===== config.mk =====
export PLATFORM = sky130hd
export DESIGN_NAME = ym_hsync_gen_flat
export DESIGN_NICKNAME = d
export VERILOG_FILES = /design/src/rtl/ym_hsync_pkg.sv /design/src/rtl/ym_hsync_gen_if.sv /design/src/rtl/ym_hsync_edge.sv /design/src/rtl/ym_hsync_gen.sv /design/src/flat_wrapper.sv
export SDC_FILE = /design/constraint.sdc
export NUM_CORES = 1
export LEC_CHECK = 0
export BUFFER_PORTS_ARGS = -buffer_cell sky130_fd_sc_hd__buf_2
export CORE_ASPECT_RATIO = 1.2
export CORE_MARGIN = 2
export CORE_UTILIZATION = 45
export CTS_BUF_LIST = sky130_fd_sc_hd__clkbuf_8
export CTS_CLUSTER_DIAMETER = 100
export CTS_CLUSTER_SIZE = 25
export DETAILED_ROUTE_END_ITERATION = 8
export PLACE_DENSITY = 0.67
export SYNTH_ARGS = -nofsm -noshare
export SYNTH_HDL_FRONTEND = slang
export SYNTH_SLANG_ARGS = --single-unit

===== constraint.sdc =====
create_clock -name MCLK -period 2.85 [get_ports MCLK]
set_input_delay 0.285 -clock MCLK [delete_from_list [all_inputs] [get_ports MCLK]]
set_output_delay 0.285 -clock MCLK [all_outputs]
set_load 0.1 [all_outputs]

===== src/rtl/ym_hsync_pkg.sv =====
// Shared line-format constants, mode encoding and per-mode timing lookup for ym_hsync_gen.
package ym_hsync_pkg;

    localparam int unsigned DEF_H32_LEN        = 342;
    localparam int unsigned DEF_H40_LEN        = 420;
    localparam int unsigned DEF_H32_ACTIVE     = 256;
    localparam int unsigned DEF_H40_ACTIVE     = 320;
    localparam int unsigned DEF_H32_SYNC_START = 280;
    localparam int unsigned DEF_H40_SYNC_START = 346;
    localparam int unsigned DEF_SYNC_LEN       = 26;

    typedef enum logic {
        MODE_H32 = 1'b0,
        MODE_H40 = 1'b1
    } mode_e;

    // len is 10 bits so a full 512-pixel line is representable
    typedef struct packed {
        logic [9:0] len;
        logic [8:0] active;
        logic [8:0] sync_start;
    } line_timing_t;

    localparam line_timing_t H32_TIMING = '{
        len:        10'(DEF_H32_LEN),
        active:     9'(DEF_H32_ACTIVE),
        sync_start: 9'(DEF_H32_SYNC_START)
    };

    localparam line_timing_t H40_TIMING = '{
        len:        10'(DEF_H40_LEN),
        active:     9'(DEF_H40_ACTIVE),
        sync_start: 9'(DEF_H40_SYNC_START)
    };

    function automatic line_timing_t mode_timing(
        input mode_e        m,
        input line_timing_t h32 = H32_TIMING,
        input line_timing_t h40 = H40_TIMING
    );
        return (m == MODE_H40) ? h40 : h32;
    endfunction

endpackage


===== src/rtl/ym_hsync_gen_if.sv =====
// Video-side bus of ym_hsync_gen: pixel clock and format request in, sync/blank/counter out.
interface ym_hsync_gen_if;

    logic       EDCLK;
    logic       H40;
    logic       en;
    logic       HSYNC;
    logic       HBLANK;
    logic       line_start;
    logic [8:0] hcnt;

    modport master (
        output EDCLK, H40, en,
        input  HSYNC, HBLANK, line_start, hcnt
    );

    modport slave (
        input  EDCLK, H40, en,
        output HSYNC, HBLANK, line_start, hcnt
    );

endinterface


===== src/rtl/ym_hsync_edge.sv =====
// EDCLK sampler and enable-gated rising-edge detector; tick is one MCLK wide.
module ym_hsync_edge (
    input  logic MCLK,
    input  logic reset,
    input  logic EDCLK,
    input  logic en,
    output logic tick
);

    logic edclk_q;

    // Keeps tracking EDCLK while en is low, so an edge during en=0 is dropped
    always_ff @(posedge MCLK) begin
        if (reset) begin
            edclk_q <= 1'b0;
        end else begin
            edclk_q <= EDCLK;
        end
    end

    assign tick = EDCLK & ~edclk_q & en;

endmodule


===== src/rtl/ym_hsync_gen.sv =====
// Horizontal timing generator (H32/H40) clocked by MCLK, stepping on EDCLK rising edges.
// Optional HBLANK output enabled by defining YM_HSYNC_HBLANK_EN; otherwise HBLANK is tied low.
module ym_hsync_gen
    import ym_hsync_pkg::*;
#(
    parameter int unsigned H32_LEN        = DEF_H32_LEN,
    parameter int unsigned H40_LEN        = DEF_H40_LEN,
    parameter int unsigned H32_ACTIVE     = DEF_H32_ACTIVE,
    parameter int unsigned H40_ACTIVE     = DEF_H40_ACTIVE,
    parameter int unsigned H32_SYNC_START = DEF_H32_SYNC_START,
    parameter int unsigned H40_SYNC_START = DEF_H40_SYNC_START,
    parameter int unsigned SYNC_LEN       = DEF_SYNC_LEN
) (
    input  logic           MCLK,
    input  logic           reset,
    ym_hsync_gen_if.slave  bus
);

    if ((H32_LEN > 512) || (H40_LEN > 512) || (H32_LEN == 0) || (H40_LEN == 0)) begin : g_len_check
        $error("ym_hsync_gen: line length must be in 1..512");
    end

    localparam line_timing_t T32 = '{
        len:        10'(H32_LEN),
        active:     9'(H32_ACTIVE),
        sync_start: 9'(H32_SYNC_START)
    };

    localparam line_timing_t T40 = '{
        len:        10'(H40_LEN),
        active:     9'(H40_ACTIVE),
        sync_start: 9'(H40_SYNC_START)
    };

    localparam logic [8:0] SYNC_W = 9'(SYNC_LEN);

    logic         tick;
    mode_e        mode_q;
    mode_e        mode_nx;
    logic [8:0]   hcnt_q;
    logic [8:0]   hcnt_nx;
    logic [8:0]   last_pix;
    logic         wrap;
    logic         hsync_q;
    logic         hsync_nx;
    logic         line_start_q;
    line_timing_t cur;

    ym_hsync_edge u_edge (
        .MCLK  (MCLK),
        .reset (reset),
        .EDCLK (bus.EDCLK),
        .en    (bus.en),
        .tick  (tick)
    );

    // Decoding the next count against the current mode is safe across a wrap:
    // the next count is then 0, which lies outside sync/blank in either mode.
    always_comb begin
        cur      = mode_timing(mode_q, T32, T40);
        last_pix = 9'(cur.len - 10'd1);
        wrap     = tick && (hcnt_q == last_pix);
        mode_nx  = mode_q;
        hcnt_nx  = hcnt_q + 9'd1;
        if (wrap) begin
            hcnt_nx = '0;
            mode_nx = mode_e'(bus.H40);
        end
        hsync_nx = !((hcnt_nx >= cur.sync_start) && (hcnt_nx < cur.sync_start + SYNC_W));
    end

    always_ff @(posedge MCLK) begin
        if (reset) begin
            mode_q       <= mode_e'(bus.H40);
            hcnt_q       <= '0;
            hsync_q      <= 1'b1;
            line_start_q <= 1'b0;
        end else begin
            line_start_q <= wrap;
            if (tick) begin
                mode_q  <= mode_nx;
                hcnt_q  <= hcnt_nx;
                hsync_q <= hsync_nx;
            end
        end
    end

`ifdef YM_HSYNC_HBLANK_EN
    logic hblank_q;

    always_ff @(posedge MCLK) begin
        if (reset) begin
            hblank_q <= 1'b0;
        end else if (tick) begin
            hblank_q <= (hcnt_nx >= cur.active);
        end
    end

    assign bus.HBLANK = hblank_q;
`else
    logic unused_active;

    assign unused_active = ^cur.active;
    assign bus.HBLANK    = 1'b0;
`endif

    assign bus.HSYNC      = hsync_q;
    assign bus.line_start = line_start_q;
    assign bus.hcnt       = hcnt_q;

endmodule


===== src/flat_wrapper.sv =====
// flat-port wrapper written by rule: the top's interface ports become plain ports
module ym_hsync_gen_flat import ym_hsync_pkg::*;
#(
    parameter int unsigned H32_LEN        = DEF_H32_LEN,
    parameter int unsigned H40_LEN        = DEF_H40_LEN,
    parameter int unsigned H32_ACTIVE     = DEF_H32_ACTIVE,
    parameter int unsigned H40_ACTIVE     = DEF_H40_ACTIVE,
    parameter int unsigned H32_SYNC_START = DEF_H32_SYNC_START,
    parameter int unsigned H40_SYNC_START = DEF_H40_SYNC_START,
    parameter int unsigned SYNC_LEN       = DEF_SYNC_LEN
)
  (MCLK, reset, bus_EDCLK, bus_H40, bus_en, bus_HSYNC, bus_HBLANK, bus_line_start, bus_hcnt);
  ym_hsync_gen_if bus_i ();
  input  logic MCLK;
  input  logic reset;
  input wire logic [$bits(bus_i.EDCLK)-1:0] bus_EDCLK;
  input wire logic [$bits(bus_i.H40)-1:0] bus_H40;
  input wire logic [$bits(bus_i.en)-1:0] bus_en;
  output wire logic [$bits(bus_i.HSYNC)-1:0] bus_HSYNC;
  output wire logic [$bits(bus_i.HBLANK)-1:0] bus_HBLANK;
  output wire logic [$bits(bus_i.line_start)-1:0] bus_line_start;
  output wire logic [$bits(bus_i.hcnt)-1:0] bus_hcnt;
  assign bus_i.EDCLK = bus_EDCLK;
  assign bus_i.H40 = bus_H40;
  assign bus_i.en = bus_en;
  assign bus_HSYNC = bus_i.HSYNC;
  assign bus_HBLANK = bus_i.HBLANK;
  assign bus_line_start = bus_i.line_start;
  assign bus_hcnt = bus_i.hcnt;
  ym_hsync_gen #(.H32_LEN(H32_LEN), .H40_LEN(H40_LEN), .H32_ACTIVE(H32_ACTIVE), .H40_ACTIVE(H40_ACTIVE), .H32_SYNC_START(H32_SYNC_START), .H40_SYNC_START(H40_SYNC_START), .SYNC_LEN(SYNC_LEN)) u_core (.MCLK(MCLK), .reset(reset), .bus(bus_i));
endmodule

# ---- After elaboration in Yosys (flattened, before gate mapping)
# Cells that the tools add are included.
# Widths: inputs -> output; s select.
dict set report op_classes {
  eq_ne 1
  n_mux 5
  addsub 3
  n_reduce_logical 6
  magnitude_cmp 2
  bitwise_logic 3
}
# cell count
set ops {}
lappend ops {{$mux 26} 1}
lappend ops {{$add 9x1->9 const B} 1}
lappend ops {{$add 9x5->9 const B} 1}
lappend ops {{$eq 9x9->1} 1}
lappend ops {{$ge 9x9->1} 1}
lappend ops {{$lt 9x9->1} 1}
lappend ops {{$mux 9} 1}
lappend ops {{$sub 9x1->9 const B} 1}
lappend ops {{$reduce_bool 2->1} 2}
lappend ops {{$mux 1} 3}
lappend ops {{$and 1x1->1} 2}
lappend ops {{$logic_and 1x1->1} 2}
lappend ops {{$reduce_and 2->1} 1}
lappend ops {{$logic_not 1->1} 1}
lappend ops {{$not 1->1} 1}
dict set report word_totals {
  regBits 13
  input_bits 5
  wordCells 25
  output_inout_bits 12
}

# ---- Longest topological paths before layout
# Gate-level depths: netlist of the first run.
dict set report depth {
  depth_word 8
  mapped_depth 11
  mapped_depth_nobuf 11
}

# ---- Hierarchy
# Synthesis of the first run repeated with hierarchy kept, for this count alone.
dict set report unflattened {
  hier_cells 113
  area_unflattened_um2 930.9
}
# module seq_area_each_um2 cells_per_inst instances area_each_um2
set by_module_without_submodules {}
lappend by_module_without_submodules {ym_hsync_gen 250.2 110 1 895.9}
lappend by_module_without_submodules {ym_hsync_edge 20.0 3 1 35.0}

# ---- Worst setup path after synthesis of the first run
# OpenSTA, ideal clock, no wires.
dict set report synth_timing {
  path_kind {register -> register}
  startpoint {register u_core.hcnt_q[1] (netlist: u_core.bus.hcnt[1])}
  endpoint {register u_core.hsync_q (netlist: u_core.bus.HSYNC)}
  slack_ps -134
  stages_incl_launch_ff 11
  arrival_time_ps 2857
  path_cell_list {dfxtp_1 -> nand4b_1 -> nor4b_2 -> o21a_1 -> nor2_1 -> ha_1 -> a21o_1 -> o2111ai_1 -> nand3_1 -> a211oi_1 -> a31oi_1}
}
dict set report synth_via {
  elab_chain_cells 6
  word_cells_on_any_way 8
  cone_classes {add/sub (1); order compare (2); eq/ne (1); mux (1); reduce/logical (3)}
}
# item line
set synth_rtl {}
lappend synth_rtl {{start, declared} ym_hsync_gen.sv:40} ;# logic [8:0] hcnt_q;
lappend synth_rtl {{start signal, assigned} ym_hsync_gen.sv:82} ;# hcnt_q <= hcnt_nx;
lappend synth_rtl {{branches (longest 2 deep; another with $add 9x1->9)} --}
lappend synth_rtl {{$mux 9 (*)} ym_hsync_gen.sv:65} ;# if (wrap) begin
lappend synth_rtl {{via u_core.hcnt_nx[2]} ym_hsync_gen.sv:41} ;# logic [8:0] hcnt_nx;
lappend synth_rtl {{$ge 9x9->1 / $lt 9x9->1 (equally long branches)} ym_hsync_gen.sv:69} ;# hsync_nx = !((hcnt_nx >= cur.sync_start) && (hcnt_nx < cur.sync_start + SYNC_W));
lappend synth_rtl {{$logic_and 1x1->1 (*)} ym_hsync_gen.sv:69}
lappend synth_rtl {{$logic_not 1->1 (*)} ym_hsync_gen.sv:69}
lappend synth_rtl {{end signal, assigned} ym_hsync_gen.sv:83} ;# hsync_q <= hsync_nx;
lappend synth_rtl {{end, declared} ym_hsync_gen.sv:44} ;# logic hsync_q;
# Mark *: on every way through the listed nets, which the timed path passes.
# A chain may end at the register's enable or synchronous reset.

# ---- Worst setup path after layout of the first run
dict set report layout_timing {
  startpoint {register u_core.hcnt_q[2] (netlist: u_core.bus.hcnt[2])}
  endpoint {register u_core.hsync_q (netlist: u_core.bus.HSYNC)}
}
# The elaborated chain is that of the path after synthesis.

==> results of run 1 <==
## sequential cells by signal (all words and copies together), names as in the netlist
register,flops
u_core.bus.hcnt,9
u_core.u_edge.edclk_q,1
u_core.bus.HSYNC,1
u_core.mode_q,1
u_core.bus.line_start,1
## cell families (layout without fill, tap and decap cells)
| kind of cell | after synthesis | after routing | share of synthesized area (%) |
|---|---|---|---|
| DFF | 13 | 13 | 29.8 |
| adders and majority gates | 5 | 5 | 6.90 |
| and+or+nand+nor | 58 | 58 | 34.8 |
| buffers and inverters | 10 | 24 | 5.10 |
| other | 1 | 1 | 0.413 |
| AOI/OAI and AO/OA | 25 | 25 | 19.2 |
| xor gates and xnor gates | 4 | 4 | 3.86 |
## power by group
part	leakage, nW	switching (W)	internal (W)
Combinational	0.265	0.0000379	0.0000140
Clock	0.0269	0.0000767	0.0000956
Sequential	0.109	0.00000543	0.000188
## metal layers
metal,GRT usage (%),up-vias
li1,-,446
met5,0,-
met2,39.5,42
met4,13.2,0
met3,3.07,8
met1,29.0,421
## per-stage QoR
| stage | total power, W | instance area (µm²) | instances | hold WS (ps) | worst slack (ps) |
|---|---|---|---|---|---|
| floorplan | 0.000235 | 913 | 116 | 357 | 2.38 |
| global route | 0.000432 | 1040 | 149 | 220 | 109 |
| detailed placement | 0.000248 | 992 | 145 | 486 | 396 |
| global placement | 0.000247 | 992 | 145 | 464 | 461 |
| CTS | 0.000417 | 1040 | 149 | 230 | 375 |
| finish | 0.000417 | 1040 | 149 | 232 | 352 |
## worst max path at each step
stage | endpoint | depth (start not counted)
2_1_floorplan | u_core.bus.HSYNC | 10
3_3_place_gp | u_core.bus.HSYNC | 10
3_5_place_dp | u_core.bus.HSYNC | 10
4_1_cts | u_core.bus.HSYNC | 10
5_1_grt | u_core.bus.HSYNC | 10
6_report | u_core.bus.HSYNC | 10
## worst max-delay path, stage by stage (launching register included)
cell	delay, ps
dfxtp_2	400
nand4b_1	220
nor4b_2	390
o21a_1	230
nor2_1	70
ha_1	300
a21o_1	170
o2111ai_1	170
nand3_1	100
a211oi_1	210
a31oi_1	110
## cell type report
| class | instances | area share, % |
|---|---|---|
| inverters | 3 | 1.09 |
| repair buffers | 17 | 8.69 |
| flip-flops and latches | 13 | 26.7 |
| multi-input cells | 93 | 56.9 |
| clock buffers | 3 | 3.98 |
| well taps | 19 | 2.29 |
| clock inverters | 1 | 0.362 |
## placed cells by master (no fill, tap or decap), types with 4 or more instances in the layout
| cell type | instances |
|---|---|
| a21oi_1 | 8 |
| nand3_1 | 8 |
| or3_1 | 4 |
| inv_1 | 4 |
| nor2_1 | 11 |
| nand4_1 | 5 |
| ha_1 | 5 |
| buf_2 | 15 |
| dfxtp_2 | 5 |
| o21ai_0 | 5 |
| nand2_1 | 13 |
| dfxtp_1 | 7 |
==> results.md, run 1 <==
- First-pass GRT wire length: 4.12 mm
- Met2 wire len: 1.23 mm
- Distinct cells, synth: 41
- Die Footprint: 0.00239 mm²
- Final wirelength: 2.39 mm
- Crit Path Class: reg2reg
- FF-to-FF Start: u_core.bus.hcnt[2]
- Seq cells post-synth: 13
- Initial core utilization: 48.5%
- Relative slew slack: 57.1%
- Slew Limit Fails: 0
- Most numerous cell in the Yosys netlist: nand2_1
- Max cap viols: 0
- Hold/Removal Path Class: in2reg
- Max Used Layer: met4
- Share of the synthesized area in the top cell type: 26.5%
- Vias/cell: 6.15
- Die X: 45.0 µm
- Syn. warnings: 0
- Max FO, Critical Path: 14
- DRT met1 WL: 950 µm
- Port Buffers: 15
- Leak pwr: 0.402 nW
- Status: finished, final reports clean
- Fin Setup TNS: 0 ps
- Worst Path Arrival: 2630 ps
- Die H: 53.2 µm
- I/O pins: 17
- Most frequent cells after synthesis: 13 x nand2_1, 12 x dfxtp_1, 11 x nor2_1
- Async set-or-reset flop fraction in the synthesized netlist: 0%
- DR WL met3: 152 µm
- Final core occ: 55.4%
- Seq/Total Area, Yosys: 29.8%
- Total GRT Usage: 23.8%
- DRC: 0
- Register-to-Register Path Depth: 10
- Skew final: 6.07 ps
- Clock Pin Slew Worst Setup and Hold Paths: 60 ps
- H-tree Lvls: 1
- Synth Area per Inst: 7.82 µm²
- Routed Antenna Nets: 0
- CTS buffer count: 3
- Final setup vio count: 0
- Floorplan row count: 17
- DP HPWL: 1.67 mm
- Clock Latency Late Sink: 250 ps
- Endpoints failing hold: 0
- Worst path required time: 2980 ps
- Synthesized cell area: 907 µm²
- Vias in the first global route: 892
- Max IR drop VDD: 0.252 mV
- CTS resizes: 0
- Syn_nets: 126
- Period utilization: 87.7%
- Final critical-path required period: 2500 ps
- Register area: 277 µm²
- PwrDens: 402 mW/mm²
- Post-synth EDFFs: 1
- Slew @ Worst Pin: 640 ps
- Reg-to-reg slack, setup: 350 ps
- Synth area leader: dfxtp_1
- Initial DRC count: 26
- CTS tree: yes
- Crit path from: u_core.bus.hcnt[2]
- Nets: 141
- Share of cells above drive strength 1: 25.4%
- R2r endpoint: u_core.bus.HSYNC
- Total congestion overflow: 0
- Mean routed wirelength per cell: 16.0 µm
- Post-synthesis cell count: 116
- Footprint of the multi-input gates: 591 µm²
- Startpoint Class: flip-flop
- Root buf cell: clkbuf_8
- Worst-case clock buffer depth: 2
- # clock sinks: 13
- Worst hold stages: 1
- DR vias: 917
- Fillcell total: 169
- Drt pass-1 iters: 4
- Unrepaired setup endpoints after global routing: no
- Max Freq: 400 MHz
- CTS Hold Bufs: 0
- Gp weighted congestion: 0.941
- Critical path capture point type: flip-flop
- Synth area leaders: dfxtp_1 26%, ha_1 6.9%, nand2_1 5.4%
- Initial antenna violation count: 0
- Number of diodes: 0
- Ys flop type: dfxtp_1
- Hold Crit Start: bus_H40
- Core box area: 0.00187 mm²
- Largest net degree at the start of global routing: 15
- Post-CTS setup buffers: 0
- Hold endpoint: u_core.mode_q
- Layout Area Growth over Synthesis: 14.3%
(Power assumes the default switching activity.)
==> inputs of run 2 (changes only) <==
--- a/config.mk
+++ b/config.mk
@@ -7,13 +7,15 @@
 export LEC_CHECK = 0
 export BUFFER_PORTS_ARGS = -buffer_cell sky130_fd_sc_hd__buf_2
 export CORE_ASPECT_RATIO = 1.2
-export CORE_MARGIN = 2
+export CORE_MARGIN = 5
 export CORE_UTILIZATION = 45
 export CTS_BUF_LIST = sky130_fd_sc_hd__clkbuf_8
 export CTS_CLUSTER_DIAMETER = 100
 export CTS_CLUSTER_SIZE = 25
 export DETAILED_ROUTE_END_ITERATION = 8
 export PLACE_DENSITY = 0.67
+export SKIP_CTS_REPAIR_TIMING = 1
 export SYNTH_ARGS = -nofsm -noshare
 export SYNTH_HDL_FRONTEND = slang
+export SYNTH_HIERARCHICAL = 1
 export SYNTH_SLANG_ARGS = --single-unit
==> run 2 against run 1 <==
Non-clock buffer count increased by 2. Combinational power increased by 62%. Cell count is 2.0% lower. Synthesized area is 2.6% higher. Largest cell class unchanged.
==> results.md, run 2 <==
- Post-synth EDFFs: 1
- Startpoint Class: flip-flop
- Synth Area per Inst: 8.24 µm²
- Worst path required time: 2980 ps
- Worst-case clock buffer depth: 2
- Period utilization: 89.4%
- # clock sinks: 13
- Largest stage delay, worst path: 540 ps
- Core box area: 0.00203 mm²
- Share of cells above drive strength 1: 23.0%
- Reg-to-reg slack, setup: 300 ps
- Total GRT Usage: 16.5%
- Distinct cells, synth: 40
- WP depth: 10
- Nets: 137
- Leading cell type in the layout, fill and taps excluded: buf_2
- Worst Path Arrival: 2670 ps
- Initial core utilization: 45.9%
- FF-to-FF Start: u_core/bus.hcnt[4]
- Final core occ: 51.2%
- Initial DRC count: 55
- Slew Limit Fails: 0
- Drt pass-1 iters: 4
- Crit path from: u_core/bus.hcnt[4]
- Clock share of power: 36.8%
- Syn_nets: 123
- H-tree Lvls: 1
- Hold/Removal Path Class: in2reg
- DRC: 0
- CP most frequent cell: nor2b_1
- Syn. warnings: 6
- PwrDens: 433 mW/mm²
- Initial antenna violation count: 0
- Routed Antenna Nets: 0
- Psw: 0.000142 W
- Sw Share: 31.5%
- Post-Place Cell Area: 993 µm²
- Unrepaired setup endpoints after global routing: no
- CP max-delay cell: dfxtp_1
- Synth area leader: dfxtp_1
- Sequential share of power: 44.5%
- Largest net degree at the start of global routing: 15
- Total power draw: 0.000450 W
- Root buf cell: clkbuf_8
- Status: finished, final reports clean
- Post-synthesis cell count: 113
- Endpoints failing hold: 0
- Seq cells post-synth: 13
- Max IR drop VDD: 0.244 mV
- Seq/Total Area, Yosys: 29.0%
- Final wirelength: 2.30 mm
- Fin Setup TNS: 0 ps
- First-pass GRT wire length: 3.73 mm
- Synth area leaders: dfxtp_1 26%, ha_1 6.7%, a21oi_1 4.8%
- Skew final: 1.94 ps
- Share of the synthesized area in the top cell type: 25.8%
- Vias/cell: 6.10
- Final setup vio count: 0
- Mean routed wirelength per cell: 15.8 µm
- Most frequent cells after synthesis: 12 x dfxtp_1, 9 x a21oi_1, 9 x nand3_1
- Async set-or-reset flop fraction in the synthesized netlist: 0%
- Layout Area Growth over Synthesis: 11.6%
- Post-route design area: 0.00104 mm²
- Crit Path Class: reg2reg
- Fillcell total: 193
- Number of diodes: 0
- Combinational share of power: 18.7%
- Max Freq: 392 MHz
- CP delay by family, top: simple AND/OR/NAND/NOR gates
- Floorplan row count: 18
- Most numerous cell in the Yosys netlist: dfxtp_1
- CTS buffer count: 3
- Vias in the first global route: 826
- Pint: 0.000308 W
- Critical path capture point type: flip-flop
- Clock Pin Slew Worst Setup and Hold Paths: 60 ps
- Largest register FFs: 9
- Ys flop type: dfxtp_1
- Most frequent cells in the layout: 15 x buf_2, 9 x nand3_1, 9 x a21oi_1, 9 x dfxtp_1
- DP HPWL: 1.58 mm
- Final critical-path required period: 2550 ps
- Worst path buffer plus inverter count: 0
- Clock Latency Late Sink: 240 ps
- CTS tree: yes
- Gp weighted congestion: 0.885
- Max cap viols: 0
- Die Footprint: 0.00308 mm²
- Leak pwr: 0.451 nW
- R2r endpoint: u_core/bus.HSYNC
- Register-to-Register Path Depth: 10
- DR vias: 890
- Total congestion overflow: 0
- Die H: 59.8 µm
- Max FO, Critical Path: 13
- Synthesized cell area: 931 µm²
- Crit-path cells: nor2b_1 -> and3_4 -> o21ai_2 -> and2_1 -> ha_1 -> nor2b_1 -> nor4b_1 -> a21oi_1 -> nand3_1 -> o22ai_2
- Die X: 51.5 µm
- I/O pins: 17
- Port Buffers: 15
- Setup crit end: u_core/bus.HSYNC
==> run 2: cell count changes in the layout (fill, tap and decap cells not counted), sizes merged, moves of 3 or more <==
cell,before,now
nor2,11,6
o21ai,6,3
xor2,1,4
nor3,2,5
nand2,14,6
a31oi,1,4
==> run 2: final cells by class <==
class / instances / area [µm²] / share of cell area [%]
clock buffers: 3 / 41.3 / 3.98
clock inverters: 1 / 3.75 / 0.361
inverters: 2 / 7.51 / 0.723
multi-input cells: 88 / 582 / 56.0
flip-flops and latches: 13 / 274 / 26.4
well taps: 20 / 25.0 / 2.41
repair buffers: 19 / 105 / 10.1
==> run 2: power by group through the flow <==
stage	combinational, W	clock (W)	sequential, W
CTS	0.0000832	0.000172	0.000200
floorplan	0.0000404	0	0.000229
global route	0.0000893	0.000179	0.000202
detailed placement	0.0000819	0	0.000204
global placement	0.0000819	0	0.000204
finish	0.0000841	0.000166	0.000200
==> run 2: per-stage QoR <==
step | cells | setup slack, ps | hold slack (ps)
floorplan | 113 | 6.76 | 357
global placement | 142 | 454 | 465
detailed placement | 142 | 432 | 467
CTS | 146 | 376 | 211
global route | 146 | 165 | 221
finish | 146 | 302 | 217
==> run 2: worst min-delay path by stage <==
stage | from | to | depth (start not counted)
finish | bus_H40 | u_core/mode_q | 1
global route | bus_H40 | u_core/mode_q | 1
CTS | bus_H40 | u_core/mode_q | 1
detailed placement | bus_H40 | u_core/mode_q | 1
global placement | bus_H40 | u_core/mode_q | 1
floorplan | reset | u_core/u_edge/edclk_q | 1
==> run 2: cells by family (layout without fill, tap and decap cells) <==
family / after synthesis / after routing / share of synthesized area [%]
flip-flops: 13 / 13 / 29.0
adder cells (fa/ha/maj): 5 / 5 / 6.72
AO/OA/AOI/OAI: 19 / 19 / 12.6
AND/OR/NAND/NOR: 57 / 57 / 37.1
XOR/XNOR: 6 / 6 / 5.65
buffers and inverters: 12 / 25 / 8.47
other: 1 / 1 / 0.403
==> run 2: per-layer routing <==
layer	routed length (µm)	vias to the layer above	global-route usage [%]
met5	0	-	0
li1	-	432	-
met3	154	9	3.24
met4	70	0	10.1
met1	954	404	19.0
met2	1120	45	27.8
==> inputs of run 3 (changes only) <==
--- a/config.mk
+++ b/config.mk
@@ -5,17 +5,15 @@
 export SDC_FILE = /design/constraint.sdc
 export NUM_CORES = 1
 export LEC_CHECK = 0
-export BUFFER_PORTS_ARGS = -buffer_cell sky130_fd_sc_hd__buf_2
 export CORE_ASPECT_RATIO = 1.2
-export CORE_MARGIN = 5
+export CORE_MARGIN = 4
 export CORE_UTILIZATION = 45
 export CTS_BUF_LIST = sky130_fd_sc_hd__clkbuf_8
 export CTS_CLUSTER_DIAMETER = 100
 export CTS_CLUSTER_SIZE = 25
 export DETAILED_ROUTE_END_ITERATION = 8
-export PLACE_DENSITY = 0.67
+export DONT_BUFFER_PORTS = 1
 export SKIP_CTS_REPAIR_TIMING = 1
 export SYNTH_ARGS = -nofsm -noshare
 export SYNTH_HDL_FRONTEND = slang
-export SYNTH_HIERARCHICAL = 1
 export SYNTH_SLANG_ARGS = --single-unit
==> run 3 against run 2 <==
Sequential cell count did not move. Hold slack got worse by 120 ps. Sequential power fell by 5%. Largest cell class unchanged. Largest power group unchanged. Highest routed layer unchanged.
==> results.md, run 3 (synthesis gave the netlist of run 1 again) <==
- Status: finished, final reports clean
- DP HPWL: 1.78 mm
- Met2 Use GR: 27.8%
- Largest register FFs: 9
- Gp weighted congestion: 0.837
- Drt pass-1 iters: 4
- Slew @ Worst Pin: 927 ps
- Period utilization: 93.8%
- Clock Latency Late Sink: 240 ps
- Vias in the first global route: 854
- GRT met1 Usage: 23.1%
- Slew Limit Fails: 0
- Most frequent cells in the layout: 14 x buf_4, 13 x nand2_1, 11 x nor2_1
- Max cap viols: 0
- Critical path capture point type: flip-flop
- Final wirelength: 2.36 mm
- CTS buffer count: 3
- Layout Area Growth over Synthesis: 16.0%
- Routed Antenna Nets: 0
- Initial core utilization: 48.5%
- Crit-path cells: nor4b_1 -> and4b_4 -> o21a_1 -> nor2_1 -> ha_1 -> a21o_1 -> o2111ai_1 -> nand3_1 -> a211oi_1 -> a31oi_1
- Leak pwr: 0.391 nW
- Largest stage delay, worst path: 450 ps
- Setup ws final: 177 ps
- Dpl ws: 276 ps
- Max FO, Critical Path: 4
- Met3 Track Usage GR: 4.96%
- DRC: 0
- Share of cells above drive strength 1: 23.6%
- Clock share of power: 40.5%
- GRT Max-Usage Layer: met2
- Die H: 57.2 µm
- Hold/Removal Path Class: in2reg
- Unrepaired setup endpoints after global routing: no
- Final setup vio count: 0
- H-tree Lvls: 1
- Startpoint Class: flip-flop
- Fillcell total: 169
- Vias/cell: 6.13
- Initial DRC count: 24
- Sequential share of power: 47.4%
- Clock Pin Slew Worst Setup and Hold Paths: 60 ps
- Psw: 0.000106 W
- Die Footprint: 0.00280 mm²
- Number of diodes: 0
- Pint: 0.000296 W
- Sw Share: 26.4%
- Crit Path Class: reg2reg
- Leading cell type in the layout, fill and taps excluded: buf_4
- Floorplan row count: 17
- Fin Setup TNS: 0 ps
- Total congestion overflow: 0
- I/O pins: 17
- Worst Path Arrival: 2790 ps
- Die X: 49.0 µm
- Final critical-path required period: 2670 ps
- Relative slew slack: 38.1%
- Root buf cell: clkbuf_8
- PwrDens: 382 mW/mm²
- Port Buffers: 0
- Worst path required time: 2970 ps
- # clock sinks: 13
- Core box area: 0.00187 mm²
- Nets: 138
- Mean routed wirelength per cell: 16.2 µm
- CP max-delay cell: edfxtp_1
- Skew final: 1.69 ps
- Max IR drop VDD: 0.270 mV
- Total GRT Usage: 17.9%
- Initial antenna violation count: 0
- Largest net degree at the start of global routing: 15
- Max Freq: 374 MHz
- Endpoints failing hold: 0
- DR vias: 895
- Worst-case clock buffer depth: 2
- CTS tree: yes
- First-pass GRT wire length: 4.00 mm
- Combinational share of power: 12.1%
-- run 3: metrics by stage --
| stage | std cells | power, W | hold slack, ps | utilization (%) | area, µm² |
|---|---|---|---|---|---|
| final | 146 | 0.000402 | 92.8 | 56.2 | 1050 |
| after global routing | 146 | 0.000419 | 84.8 | 56.2 | 1050 |
| after CTS | 146 | 0.000409 | 85.0 | 56.2 | 1050 |
| after detailed placement | 142 | 0.000243 | 345 | 53.8 | 1010 |
| after global placement | 142 | 0.000243 | 344 | 53.8 | 1010 |
| after floorplan | 116 | 0.000235 | 357 | - | 913 |
-- run 3: power by group through the flow --
stage	sequential, W	combinational [W]	clock (W)
2_1_floorplan	0.000207	0.0000288	0
3_3_place_gp	0.000195	0.0000478	0
3_5_place_dp	0.000195	0.0000487	0
4_1_cts	0.000191	0.0000488	0.000170
5_1_grt	0.000191	0.0000536	0.000174
6_report	0.000191	0.0000487	0.000163
-- run 3: cell type report --
class	instances	area, µm²	share of cell area, %
clock inverter	1	3.75	0.357
inverter	3	11.3	1.07
multi-input combinational	93	591	56.1
sequential	13	277	26.3
tap	19	23.8	2.26
clock buffer	3	41.3	3.92
timing repair buffer	14	105	9.99
-- run 3: final timing paths --
path,slack (ps),endpoint,startpoint,cells after the start
worst min register to register,540,u_core.bus.hcnt[5],u_core.bus.hcnt[5],2
worst max-delay path,180,u_core.bus.HSYNC,u_core.mode_q,10
worst max register to register,180,u_core.bus.HSYNC,u_core.mode_q,10
worst min-delay path,90,u_core.bus.hcnt[5],reset,1
-- run 3: worst max-delay path, delay by kind of cell, from the launching register on --
family                   cells  cell delay (ps)
AND/OR/NAND/NOR              4              940
AO/OA/AOI/OAI                5              870
flip-flops                   1              450
adder cells (fa/ha/maj)      1              290
-- run 3: metal layers --
metal | part of all wire [%] | up-vias
met5 | 0 | -
met4 | 3.3 | 0
met3 | 6.8 | 6
met2 | 44 | 40
met1 | 46 | 410
li1 | - | 439
